===== config.mk =====
export PLATFORM = sky130hd
export DESIGN_NAME = uart_value_receiver
export DESIGN_NICKNAME = d
export VERILOG_FILES = /design/src/rtl/uart_value_receiver_pkg.sv /design/src/rtl/uart_rx_byte.sv /design/src/rtl/uart_value_receiver.sv
export SDC_FILE = /design/constraint.sdc
export NUM_CORES = 1
export LEC_CHECK = 0
export ABC_AREA = 0
export CORE_MARGIN = 2
export CORE_UTILIZATION = 50
export DETAILED_ROUTE_END_ITERATION = 6
export DONT_BUFFER_PORTS = 1
export SLEW_MARGIN = 20
export SYNTH_ARGS = -nofsm -noshare
export SYNTH_HDL_FRONTEND = slang
export SYNTH_SLANG_ARGS = --single-unit

===== constraint.sdc =====
create_clock -name clk -period 7.53 [get_ports clk]
set_input_delay 0.753 -clock clk [delete_from_list [all_inputs] [get_ports clk]]
set_output_delay 0.753 -clock clk [all_outputs]
set_load 0.02 [all_outputs]

===== src/rtl/uart_value_receiver_pkg.sv =====
// Shared definitions for the UART value receiver: ASCII codes, state encodings,
// datapath widths and the clock-divider formula (also used by the transmitter).
package uart_value_receiver_pkg;

  localparam logic [7:0] ASC_CR    = 8'h0D;
  localparam logic [7:0] ASC_LF    = 8'h0A;
  localparam logic [7:0] ASC_MINUS = 8'h2D;
  localparam logic [7:0] ASC_0     = 8'h30;
  localparam logic [7:0] ASC_9     = 8'h39;

  localparam int unsigned VALUE_W    = 15;
  localparam int unsigned ACC_CALC_W = 18;
  localparam int unsigned NDIG_W     = 3;
  localparam int unsigned MAX_DIGITS = 5;
  localparam int unsigned MAG_LIMIT  = 16384;

  typedef enum logic [2:0] {
    RX_IDLE  = 3'd0,
    RX_START = 3'd1,
    RX_DATA  = 3'd2,
    RX_STOP  = 3'd3,
    RX_BREAK = 3'd4
  } rx_state_t;

  typedef enum logic [1:0] {
    P_IDLE = 2'd0,
    P_SIGN = 2'd1,
    P_DIG  = 2'd2,
    P_ERR  = 2'd3
  } parse_state_t;

  // Clocks per oversampling tick.
  function automatic int unsigned calc_div(input int unsigned clk_freq,
                                           input int unsigned baud,
                                           input int unsigned ovs);
    return clk_freq / (baud * ovs);
  endfunction

  function automatic logic is_digit(input logic [7:0] b);
    return (b >= ASC_0) && (b <= ASC_9);
  endfunction

  function automatic logic is_term(input logic [7:0] b);
    return (b == ASC_CR) || (b == ASC_LF);
  endfunction

endpackage


===== src/rtl/uart_rx_byte.sv =====
// 8N1 byte receiver: RxD synchronizer, oversampling tick divider and byte FSM.
// Ports:
//   clk, reset  - system clock, synchronous active-high reset
//   RxD         - asynchronous serial input, idle high
//   rx_data     - last received byte (valid while byte_valid is high)
//   byte_valid  - 1-cycle pulse per byte with a good stop bit
//   frame_err   - 1-cycle pulse when the stop bit is sampled low
//   busy        - high from start-bit detect until the stop-bit sample
module uart_rx_byte
  import uart_value_receiver_pkg::*;
#(
  parameter int unsigned CLK_FREQ = 100_000_000,
  parameter int unsigned BAUD     = 9600,
  parameter int unsigned OVS      = 16,
  parameter int unsigned DIV      = calc_div(CLK_FREQ, BAUD, OVS)
) (
  input  logic       clk,
  input  logic       reset,
  input  logic       RxD,
  output logic [7:0] rx_data,
  output logic       byte_valid,
  output logic       frame_err,
  output logic       busy
);

  localparam int unsigned DIV_W        = (DIV > 1) ? $clog2(DIV) : 1;
  localparam int unsigned TICK_W       = (OVS > 1) ? $clog2(OVS) : 1;
  localparam int unsigned START_SAMPLE = OVS / 2 - 1;
  localparam int unsigned BIT_SAMPLE   = OVS - 1;

  rx_state_t         state, state_next;
  logic              rx_meta, rx_sync, rx_prev;
  logic [DIV_W-1:0]  div_cnt;
  logic [TICK_W-1:0] tick_cnt;
  logic [2:0]        bit_cnt;
  logic              tick_c, fall_c, sample_c;
  logic              byte_valid_c, frame_err_c, busy_c;

  // Synchronizer plus one extra stage for falling-edge detection; idle level is 1.
  always_ff @(posedge clk) begin
    if (reset) begin
      rx_meta <= 1'b1;
      rx_sync <= 1'b1;
      rx_prev <= 1'b1;
    end else begin
      rx_meta <= RxD;
      rx_sync <= rx_meta;
      rx_prev <= rx_sync;
    end
  end

  assign fall_c = rx_prev & ~rx_sync;

  // Free-running tick divider.
  assign tick_c = (div_cnt == DIV_W'(DIV - 1));

  always_ff @(posedge clk) begin
    if (reset)       div_cnt <= '0;
    else if (tick_c) div_cnt <= '0;
    else             div_cnt <= div_cnt + DIV_W'(1);
  end

  // Start bit is sampled mid-bit; every later sample is one full bit further on.
  assign sample_c = tick_c &&
                    (tick_cnt == ((state == RX_START) ? TICK_W'(START_SAMPLE)
                                                      : TICK_W'(BIT_SAMPLE)));

  // State register.
  always_ff @(posedge clk) begin
    if (reset) state <= RX_IDLE;
    else       state <= state_next;
  end

  // Next-state logic.
  always_comb begin
    state_next = state;
    case (state)
      RX_IDLE:  if (fall_c) state_next = RX_START;
      RX_START: if (sample_c) state_next = rx_sync ? RX_IDLE : RX_DATA;
      RX_DATA:  if (sample_c && (bit_cnt == 3'd7)) state_next = RX_STOP;
      RX_STOP:  if (sample_c) state_next = rx_sync ? RX_IDLE : RX_BREAK;
      RX_BREAK: if (rx_sync) state_next = RX_IDLE;
      default:  state_next = RX_IDLE;
    endcase
  end

  // Output decode.
  always_comb begin
    byte_valid_c = 1'b0;
    frame_err_c  = 1'b0;
    busy_c       = (state_next == RX_START) || (state_next == RX_DATA) ||
                   (state_next == RX_STOP);
    if ((state == RX_STOP) && sample_c) begin
      byte_valid_c = rx_sync;
      frame_err_c  = ~rx_sync;
    end
  end

  always_ff @(posedge clk) begin
    if (reset) begin
      byte_valid <= 1'b0;
      frame_err  <= 1'b0;
      busy       <= 1'b0;
    end else begin
      byte_valid <= byte_valid_c;
      frame_err  <= frame_err_c;
      busy       <= busy_c;
    end
  end

  // Tick/bit counters and LSB-first shift register.
  always_ff @(posedge clk) begin
    if (reset) begin
      tick_cnt <= '0;
      bit_cnt  <= '0;
      rx_data  <= '0;
    end else if (state == RX_IDLE) begin
      tick_cnt <= '0;
      bit_cnt  <= '0;
    end else if (tick_c) begin
      tick_cnt <= sample_c ? '0 : tick_cnt + TICK_W'(1);
      if ((state == RX_DATA) && sample_c) begin
        rx_data <= {rx_sync, rx_data[7:1]};
        bit_cnt <= bit_cnt + 3'd1;
      end
    end
  end

endmodule


===== src/rtl/uart_value_receiver.sv =====
// UART value receiver: decodes ASCII decimal lines ("[-]d{1,5}" + CR/LF) from
// the serial line into a 15-bit two's-complement value.
// Ports:
//   clk, reset   - system clock, synchronous active-high reset
//   RxD          - asynchronous serial input, idle high
//   value_out    - last good decoded value
//   value_valid  - 1-cycle pulse when value_out updates
//   frame_err    - 1-cycle pulse on a low stop bit
//   parse_err    - 1-cycle pulse per rejected line
//   busy         - byte receiver is inside a frame
module uart_value_receiver
  import uart_value_receiver_pkg::*;
#(
  parameter int unsigned CLK_FREQ = 100_000_000,
  parameter int unsigned BAUD     = 9600,
  parameter int unsigned OVS      = 16,
  parameter int unsigned DIV      = calc_div(CLK_FREQ, BAUD, OVS)
) (
  input  logic               clk,
  input  logic               reset,
  input  logic               RxD,
  output logic [VALUE_W-1:0] value_out,
  output logic               value_valid,
  output logic               frame_err,
  output logic               parse_err,
  output logic               busy
);

  logic [7:0]            rx_data;
  logic                  byte_valid;
  parse_state_t          pstate, pstate_next;
  logic [VALUE_W-1:0]    acc;
  logic                  neg;
  logic [NDIG_W-1:0]     ndig;
  logic                  digit_c, term_c, minus_c, overflow_c;
  logic [3:0]            dval_c;
  logic [ACC_CALC_W-1:0] acc_mul_c;
  logic                  value_valid_c, parse_err_c;

  uart_rx_byte #(
    .CLK_FREQ (CLK_FREQ),
    .BAUD     (BAUD),
    .OVS      (OVS),
    .DIV      (DIV)
  ) u_rx_byte (
    .clk        (clk),
    .reset      (reset),
    .RxD        (RxD),
    .rx_data    (rx_data),
    .byte_valid (byte_valid),
    .frame_err  (frame_err),
    .busy       (busy)
  );

  // Byte classification and next accumulator value (acc*10 + d as shifts).
  assign digit_c   = is_digit(rx_data);
  assign term_c    = is_term(rx_data);
  assign minus_c   = (rx_data == ASC_MINUS);
  assign dval_c    = 4'(rx_data - ASC_0);
  assign acc_mul_c = (ACC_CALC_W'(acc) << 3) + (ACC_CALC_W'(acc) << 1) + ACC_CALC_W'(dval_c);

  // 16384 is only representable as a negative value.
  assign overflow_c = (ndig == NDIG_W'(MAX_DIGITS)) ||
                      (acc_mul_c > ACC_CALC_W'(MAG_LIMIT)) ||
                      ((acc_mul_c == ACC_CALC_W'(MAG_LIMIT)) && !neg);

  // Parser state register.
  always_ff @(posedge clk) begin
    if (reset) pstate <= P_IDLE;
    else       pstate <= pstate_next;
  end

  // Parser next-state logic; only moves on a received byte.
  always_comb begin
    pstate_next = pstate;
    if (byte_valid) begin
      case (pstate)
        P_IDLE: begin
          if (minus_c)      pstate_next = P_SIGN;
          else if (digit_c) pstate_next = P_DIG;
          else if (!term_c) pstate_next = P_ERR;
        end
        P_SIGN: begin
          if (digit_c)     pstate_next = P_DIG;
          else if (term_c) pstate_next = P_IDLE;
          else             pstate_next = P_ERR;
        end
        P_DIG: begin
          if (digit_c)     pstate_next = overflow_c ? P_ERR : P_DIG;
          else if (term_c) pstate_next = P_IDLE;
          else             pstate_next = P_ERR;
        end
        P_ERR:   if (term_c) pstate_next = P_IDLE;
        default: pstate_next = P_IDLE;
      endcase
    end
  end

  // Parser output decode.
  always_comb begin
    value_valid_c = 1'b0;
    parse_err_c   = 1'b0;
    if (byte_valid && term_c) begin
      value_valid_c = (pstate == P_DIG);
      parse_err_c   = (pstate == P_SIGN) || (pstate == P_ERR);
    end
  end

  always_ff @(posedge clk) begin
    if (reset) begin
      value_out   <= '0;
      value_valid <= 1'b0;
      parse_err   <= 1'b0;
    end else begin
      value_valid <= value_valid_c;
      parse_err   <= parse_err_c;
      if (value_valid_c) value_out <= neg ? VALUE_W'(-acc) : acc;
    end
  end

  // Accumulator, sign flag and digit count.
  always_ff @(posedge clk) begin
    if (reset) begin
      acc  <= '0;
      neg  <= 1'b0;
      ndig <= '0;
    end else if (byte_valid) begin
      case (pstate)
        P_IDLE: begin
          if (minus_c) begin
            neg  <= 1'b1;
            acc  <= '0;
            ndig <= '0;
          end else if (digit_c) begin
            neg  <= 1'b0;
            acc  <= VALUE_W'(dval_c);
            ndig <= NDIG_W'(1);
          end
        end
        P_SIGN: begin
          if (digit_c) begin
            acc  <= VALUE_W'(dval_c);
            ndig <= NDIG_W'(1);
          end
        end
        P_DIG: begin
          if (digit_c && !overflow_c) begin
            acc  <= VALUE_W'(acc_mul_c);
            ndig <= ndig + NDIG_W'(1);
          end
        end
        default: ;
      endcase
    end
  end

endmodule


==> qor.txt, run 1 <==
Status - complete, no violations
Initial antenna violation count - 0
Final setup TNS - 0 ns
R2R cell count - 11
Slowest-stage cell, CP - fa_1
DP HPWL - 7060 um
Sequential power share - 52.5%
Main flop type after synthesis - dfxtp_1
Worst skew pair latency - 0.35 ns
Drt first pass iters - 4
# setup viols final - 0
Avg WL per Cell - 15.3 um
Syn_area_per_cell - 8.66 um2
Worst-case clock buffer depth - 2
Critical path buffers and inverters - 1
Multi-input combinational cell area - 2780 um2
Switch Pwr - 0.154 mW
CTS-repair resized insts - 0
Fillers - 838
Power density over cell area - 158 nW/um2
FFs w/ async S/R, synth - 0%
Remaining DRCs - 0
Layout cells sized above 1 - 6.16%
Crit. End Element - register
Pint - 0.580 mW
Hold depth - 1
Initial core utilization - 50.9%
Worst R2R Start - acc[0]
Final GP Congestion - 0.853
Family with the most delay on the worst path - compound AO/OA/AOI/OAI gates
Final hold vios - 0
Global-route wire length before repair - 16000 um
Routed vias/inst - 5.68
R2r endpoint - acc[10]
Chip width - 97.5 um
Post-synth cell types - 59
Fin. max-slew vios - 0
Area leader, netlist - dfxtp_1
Cells after synthesis - 505
Total area of sequential cells - 1440 um2
CTS hold repair buffers - 0
Clock Skew - 0.00916 ns
HP Class - reg -> reg
MaxCap Viol Count - 0
Clock Pin Slew Worst Setup and Hold Paths - 0.08 ns
Slew margin rel. - 38.8%
RSZ-0062 raised after global routing - no
Yosys warns - 0
Total grt overflow - 0
#FFs+latches synth - 72
Top-level port count - 22
Mapped Area - 4380 um2
Static Leakage - 1.90 nW
Crit-path max FO - 13
CTS tree - done
Die Y - 97.5 um
H-tree Lvls - 3
ANT cells - 0
Gate power share - 1.1%
Setup slack, reg-to-reg - 3.79 ns
Inserted Clock Buffers - 9
Final period util - 49.6%
Crit path kind - reg -> reg
# rows - 34
Clock Tree Root - clkbuf_8
Vias in the first global route - 3209
Largest net degree at the start of global routing - 37
Total wire length - 9370 um
Min-delay src - u_rx_byte.rx_meta
Layout Nets - 546
Critical path's largest stage delay - 0.59 ns
Total global-route track usage - 20.4%
Setup repair bufs after CTS - 0
Core area - 8590 um2
Register area share after synthesis - 32.9%
CP arrival - 3.97 ns
Critical Path Source Type - register
Worst-Margin Slew - 0.911 ns
Fin Hold WS - 0.422 ns
Maximum vdd ir drop - 0.000103 V
Switch share - 21.0%
Syn-to-layout area delta - 6.21%
Via count - 3470
Worst path cell trace - fa_1, inv_1, fa_1, nand2b_1, a21o_1, a21oi_1, a311oi_1, nor4_1, a21o_1, a41oi_4, a22o_1
Fin crit period - 3.74 ns
Die area - 9520 um2
Hold endpoint - u_rx_byte.rx_sync
Clock share of power - 46.4%
Number of synthesized flops with an enable pin - 0
Port Buffers - 0
Initial DRC count - 193
Post-synth top area share - 32.9%
Synth area leaders - dfxtp_1 33%, ha_1 12%, nand2_1 4.9%
Antenna-violating nets left - 0
F_max - 0.268 GHz
Critical Path RT - 7.76 ns
Clock sink count - 72
Syn nets - 552
## area by class of cell
type	instances	share of cell area, %
Multi-Input combinational cell	397	59.8
Clock inverter	5	1.75
Inverter	19	1.53
Sequential cell	72	31.0
Tap cell	108	2.91
Clock buffer	10	2.96
## layout by cell type (no fill, tap or decap), types with 3 or more instances in the layout
cell | synthesis | final
a31oi_1 | 4 | 4
xnor2_1 | 24 | 24
nand2_1 | 57 | 57
o31ai_1 | 5 | 5
nand2b_1 | 6 | 6
xor2_1 | 8 | 8
a221oi_1 | 3 | 3
ha_1 | 42 | 42
nand4_1 | 7 | 7
a21oi_1 | 39 | 39
a211oi_1 | 4 | 4
or2_2 | 6 | 6
nor2b_1 | 4 | 4
inv_1 | 19 | 19
dfxtp_1 | 72 | 72
nor3b_1 | 4 | 4
nor3_1 | 10 | 10
and2_1 | 5 | 5
clkbuf_8 | 0 | 10
a22o_1 | 13 | 13
nand3_1 | 11 | 11
mux2i_1 | 18 | 18
o21ai_0 | 17 | 17
and3_1 | 10 | 10
a311oi_1 | 4 | 4
a21o_1 | 5 | 5
nor2_1 | 53 | 53
## per-stage QoR
stage | instance area (um2) | total power, mW | setup slack [ns] | util, % | instances
2_1_floorplan | 4380 | 0.403 | 4.26 | - | 505
3_3_place_gp | 4430 | 0.403 | 3.94 | 51.5 | 596
3_5_place_dp | 4430 | 0.403 | 3.85 | 51.5 | 596
4_1_cts | 4650 | 0.743 | 3.81 | 54.1 | 611
5_1_grt | 4650 | 0.760 | 3.46 | 54.1 | 611
6_report | 4650 | 0.735 | 3.79 | 54.1 | 611
## Yosys cell counts, drive strengths merged, types with 2 or more instances
master	count
a211oi	6
a21o	5
o21a	2
mux2i	18
and3	10
a21oi	39
nand3	11
buf	8
inv	19
o221ai	2
ha	42
xnor2	24
a311oi	4
a31oi	5
xor2	8
nor2	53
a22o	13
nor3	10
nor4	2
nand2b	6
clkbuf	9
and2	5
a221oi	3
fa	2
o31ai	7
nor3b	4
o21bai	2
dfxtp	72
nand4	7
nand3b	3
nand2	57
nor4b	2
or2	6
nor2b	4
o2111ai	2
o21ai	18
or3	2
## sequential cells by signal, summed over array words and instances (netlist names), 2 cells and up
signal	flops
ndig	3
u_rx_byte.div_cnt	10
acc	15
u_rx_byte.state	3
u_rx_byte.bit_cnt	3
value_out	15
u_rx_byte.rx_data	8
pstate	2
u_rx_byte.tick_cnt	4
## cell families (layout without fill, tap and decap cells)
logic type                 Yosys count  count (layout)  share of synthesized area, %
DFF                                 72              72                          32.9
and+or+nand+nor                    185             185                          20.4
muxes                               19              19                          4.38
AOI/OAI and AO/OA                  117             117                          19.4
xor gates and xnor gates            32              32                          6.41
buffers and inverters               36              34                          3.52
adders and majority gates           44              44                          12.9
## worst max-delay path by stage
stage / slack (ns) / depth (start not counted) / to / start
after detailed placement: 3.85 / 10 / acc[13] / acc[2]
after CTS: 3.81 / 10 / acc[10] / acc[2]
after floorplan: 4.26 / 13 / acc[10] / acc[0]
after global routing: 3.46 / 10 / acc[5] / acc[2]
final: 3.79 / 11 / acc[10] / acc[0]
after global placement: 3.94 / 11 / acc[11] / acc[0]
## layer usage
metal / wire length, um / vias to the layer above / track usage, % / part of all wire, %
met3: 435 / 10 / 3.67 / 4.6
met4: 132 / 0 / 6.09 / 1.4
met1: 4890 / 1596 / 30.7 / 52
li1: - / 1795 / - / -
met2: 3910 / 69 / 29.5 / 42
met5: 0 / - / 0 / 0
## power by group through the flow
stage                     logic [mW]  registers [mW]  clock network, mW
final                        0.00844           0.385              0.341
after global routing         0.00960           0.386              0.364
after CTS                    0.00853           0.385              0.349
after detailed placement     0.00849           0.394                  0
after global placement       0.00839           0.394                  0
after floorplan              0.00973           0.394                  0
Note: power is estimated with default switching activity, not from simulation.
==> run 2, diff against run 1 <==
--- a/config.mk
+++ b/config.mk
@@ -10,6 +10,7 @@
 export CORE_UTILIZATION = 50
 export DETAILED_ROUTE_END_ITERATION = 6
 export DONT_BUFFER_PORTS = 1
+export PLACE_DENSITY = 0.68
 export SLEW_MARGIN = 20
 export SYNTH_ARGS = -nofsm -noshare
 export SYNTH_HDL_FRONTEND = slang
==> constraint.sdc (replaced) <==
create_clock -name clk -period 3.2 [get_ports clk]
set_input_delay 0.32 -clock clk [delete_from_list [all_inputs] [get_ports clk]]
set_output_delay 0.32 -clock clk [all_outputs]
set_load 0.02 [all_outputs]
==> qor.txt, run 2 (synthesized netlist as in run 1, its figures left out) <==
Final setup TNS - -0.467 ns (was 0 ns)
CTS tree - done (unchanged)
Fin crit period - 3.25 ns (was 3.74 ns)
Fillers - 736 (was 838)
Most frequent cells in the layout - 69 x dfxtp_1, 62 x buf_4, 57 x nand2_1 (was 72 x dfxtp_1, 57 x nand2_1, 53 x nor2_1)
Biggest regs - acc: 15 flops, value_out: 15 flops, u_rx_byte.div_cnt: 10 flops (unchanged)
ANT cells - 0 (unchanged)
R2R cell count - 13 (was 11)
Layout Nets - 612 (was 546)
Gate power share - 1.3% (was 1.1%)
Inserted Clock Buffers - 9 (unchanged)
Clock sink count - 72 (unchanged)
Static Leakage - 2.27 nW (was 1.90 nW)
Remaining DRCs - 0 (unchanged)
Worst skew pair latency - 0.35 ns (about the same)
Final GP Congestion - 0.957 (was 0.853)
Syn-to-layout area delta - 22.5% (was 6.21%)
Initial core utilization - 50.9% (unchanged)
Worst path cell trace - fa_2, inv_2, fa_2, nand2b_4, a21o_4, a21o_1, a221oi_4, nor4_4, a21o_1, buf_6, and2_4, buf_6, a211oi_2 (was fa_1, inv_1, fa_1, nand2b_1, a21o_1, a21oi_1, a311oi_1, nor4_1, a21o_1, a41oi_4, a22o_1)
Power density over cell area - 328 nW/um2 (was 158 nW/um2)
Total wire length - 10100 um (was 9370 um)
MaxCap Viol Count - 0 (unchanged)
Post-layout worst setup margin - -0.0492 ns (was 3.79 ns)
Initial DRC count - 186 (was 193)
Sequential power share - 51.6% (was 52.5%)
Vias in the first global route - 3645 (was 3209)
# rows - 34 (unchanged)
Commonest non-fill, non-tap cell in the layout - dfxtp_1 (unchanged)
Via count - 3831 (was 3470)
Slowest-stage cell, CP - fa_2 (was fa_1)
F_max - 0.308 GHz (was 0.268 GHz)
Critical Path Source Type - register (unchanged)
Family with the most delay on the worst path - compound AO/OA/AOI/OAI gates (unchanged)
Top-level port count - 22 (unchanged)
Final hold vios - 0 (unchanged)
Placed cell areas - 4870 um2 (was 4430 um2)
RSZ-0062 raised after global routing - yes (was no)
Clock Tree Root - clkbuf_8 (unchanged)
HP Class - in -> reg (was reg -> reg)
Worst-Margin Slew - 0.855 ns (was 0.911 ns)
Fin. max-slew vios - 0 (unchanged)
Total global-route track usage - 21.7% (was 20.4%)
Antenna-violating nets left - 0 (unchanged)
Final Power - 1.76 mW (was 0.735 mW)
Final period util - 102% (was 49.6%)
Largest net degree at the start of global routing - 37 (unchanged)
CP arrival - 3.52 ns (was 3.97 ns)
Clock Pin Slew Worst Setup and Hold Paths - 0.08 ns (about the same)
Drt first pass iters - 4 (unchanged)
Switch share - 21.5% (was 21.0%)
Global-route wire length before repair - 17200 um (was 16000 um)
Crit path kind - reg -> reg (unchanged)
Hold depth - 1 (unchanged)
Total grt overflow - 0 (unchanged)
# setup viols final - 15 (was 0)
Post-Layout Inst Area - 5360 um2 (was 4650 um2)
Slew margin rel. - 42.5% (was 38.8%)
Critical Path RT - 3.47 ns (was 7.76 ns)
Status - finished, violations left (was complete, no violations)
Violated checks - setup timing
Layout cells sized above 1 - 22.1% (was 6.16%)
Place WS - -0.250 ns (was 3.85 ns)
Levels on crit path - 13 (was 11)
Clock Skew - 0.0109 ns (was 0.00916 ns)
Switch Pwr - 0.378 mW (was 0.154 mW)
Clock share of power - 47.1% (was 46.4%)
Critical path's largest stage delay - 0.61 ns (was 0.59 ns)
Avg WL per Cell - 14.9 um (was 15.3 um)
Final core occ - 62.4% (was 54.1%)
Worst-case clock buffer depth - 2 (unchanged)
Routed vias/inst - 5.65 (was 5.68)
Critical path buffers and inverters - 3 (was 1)
Crit-path max FO - 8 (was 13)
Pint - 1.38 mW (was 0.580 mW)
Chip width - 97.5 um (unchanged)
DP HPWL - 7460 um (was 7060 um)
Maximum vdd ir drop - 0.000253 V (was 0.000103 V)
Crit. End Element - register (unchanged)
Die area - 9520 um2 (unchanged)
Die Y - 97.5 um (unchanged)
H-tree Lvls - 3 (unchanged)
Port Buffers - 0 (unchanged)
Initial antenna violation count - 0 (unchanged)
Core area - 8590 um2 (unchanged)
==> run 2: cell types whose count changed in the layout (fill, tap and decap cells not counted), sizes merged <==
cell      previous run  this run
inv                 19        21
clkinvlp             1         0
clkbuf              10        11
clkinv               2         1
buf                  0        66
==> run 2: area by class of cell <==
class	count	area [um2]	share of cell area [%]
inverter	19	71.3	1.33
multi-input combinational	397	2970	55.4
clock inverter	5	86.3	1.61
timing repair buffer	66	510	9.52
clock buffer	11	141	2.64
sequential	72	1450	27.0
tap	108	135	2.52
==> run 2: metal layers <==
| layer | wire length, um | global-route usage (%) | up-vias |
|---|---|---|---|
| li1 | - | - | 1922 |
| met1 | 4870 | 29.7 | 1790 |
| met2 | 4630 | 34.5 | 105 |
| met3 | 476 | 4.68 | 14 |
| met4 | 140 | 6.41 | 0 |
| met5 | 0 | 0 | - |
==> run 2: path summary, 6_finish.rpt <==
path	slack [ns]	end	startpoint
worst max-delay path	-0.05	pstate[0]	acc[0]
worst min register to register	0.42	u_rx_byte.rx_sync	u_rx_byte.rx_meta
worst min-delay path	0.03	pstate[0]	reset
worst max register to register	-0.05	pstate[0]	acc[0]
==> run 2: power groups by stage <==
stage,clock network [mW],logic [mW],registers [mW]
2_1_floorplan,0,0.0229,0.927
3_3_place_gp,0,0.0194,0.928
3_5_place_dp,0,0.0201,0.928
4_1_cts,0.846,0.0228,0.907
5_1_grt,0.869,0.0270,0.908
6_report,0.828,0.0237,0.907
==> run 2: what timing repair did <==
| item | 4_1_cts | 5_1_grt |
|---|---|---|
| setup endpoints to repair | 19 | 19 |
| hold buffers | 0 | 0 |
| pin swaps | 8 | 8 |
| resized for setup | 10 | 21 |
| endpoints found under the hold margin | 0 | 0 |
| setup buffers | 11 | 1 |
==> run 2: metrics by stage <==
| stage | hold slack [ns] | std cells |
|---|---|---|
| 2_1_floorplan | 0.389 | 505 |
| 3_3_place_gp | 0.390 | 650 |
| 4_1_cts | 0.0118 | 677 |
| 5_1_grt | 0.0181 | 678 |
| 6_report | 0.0334 | 678 |
| 3_5_place_dp | 0.395 | 650 |
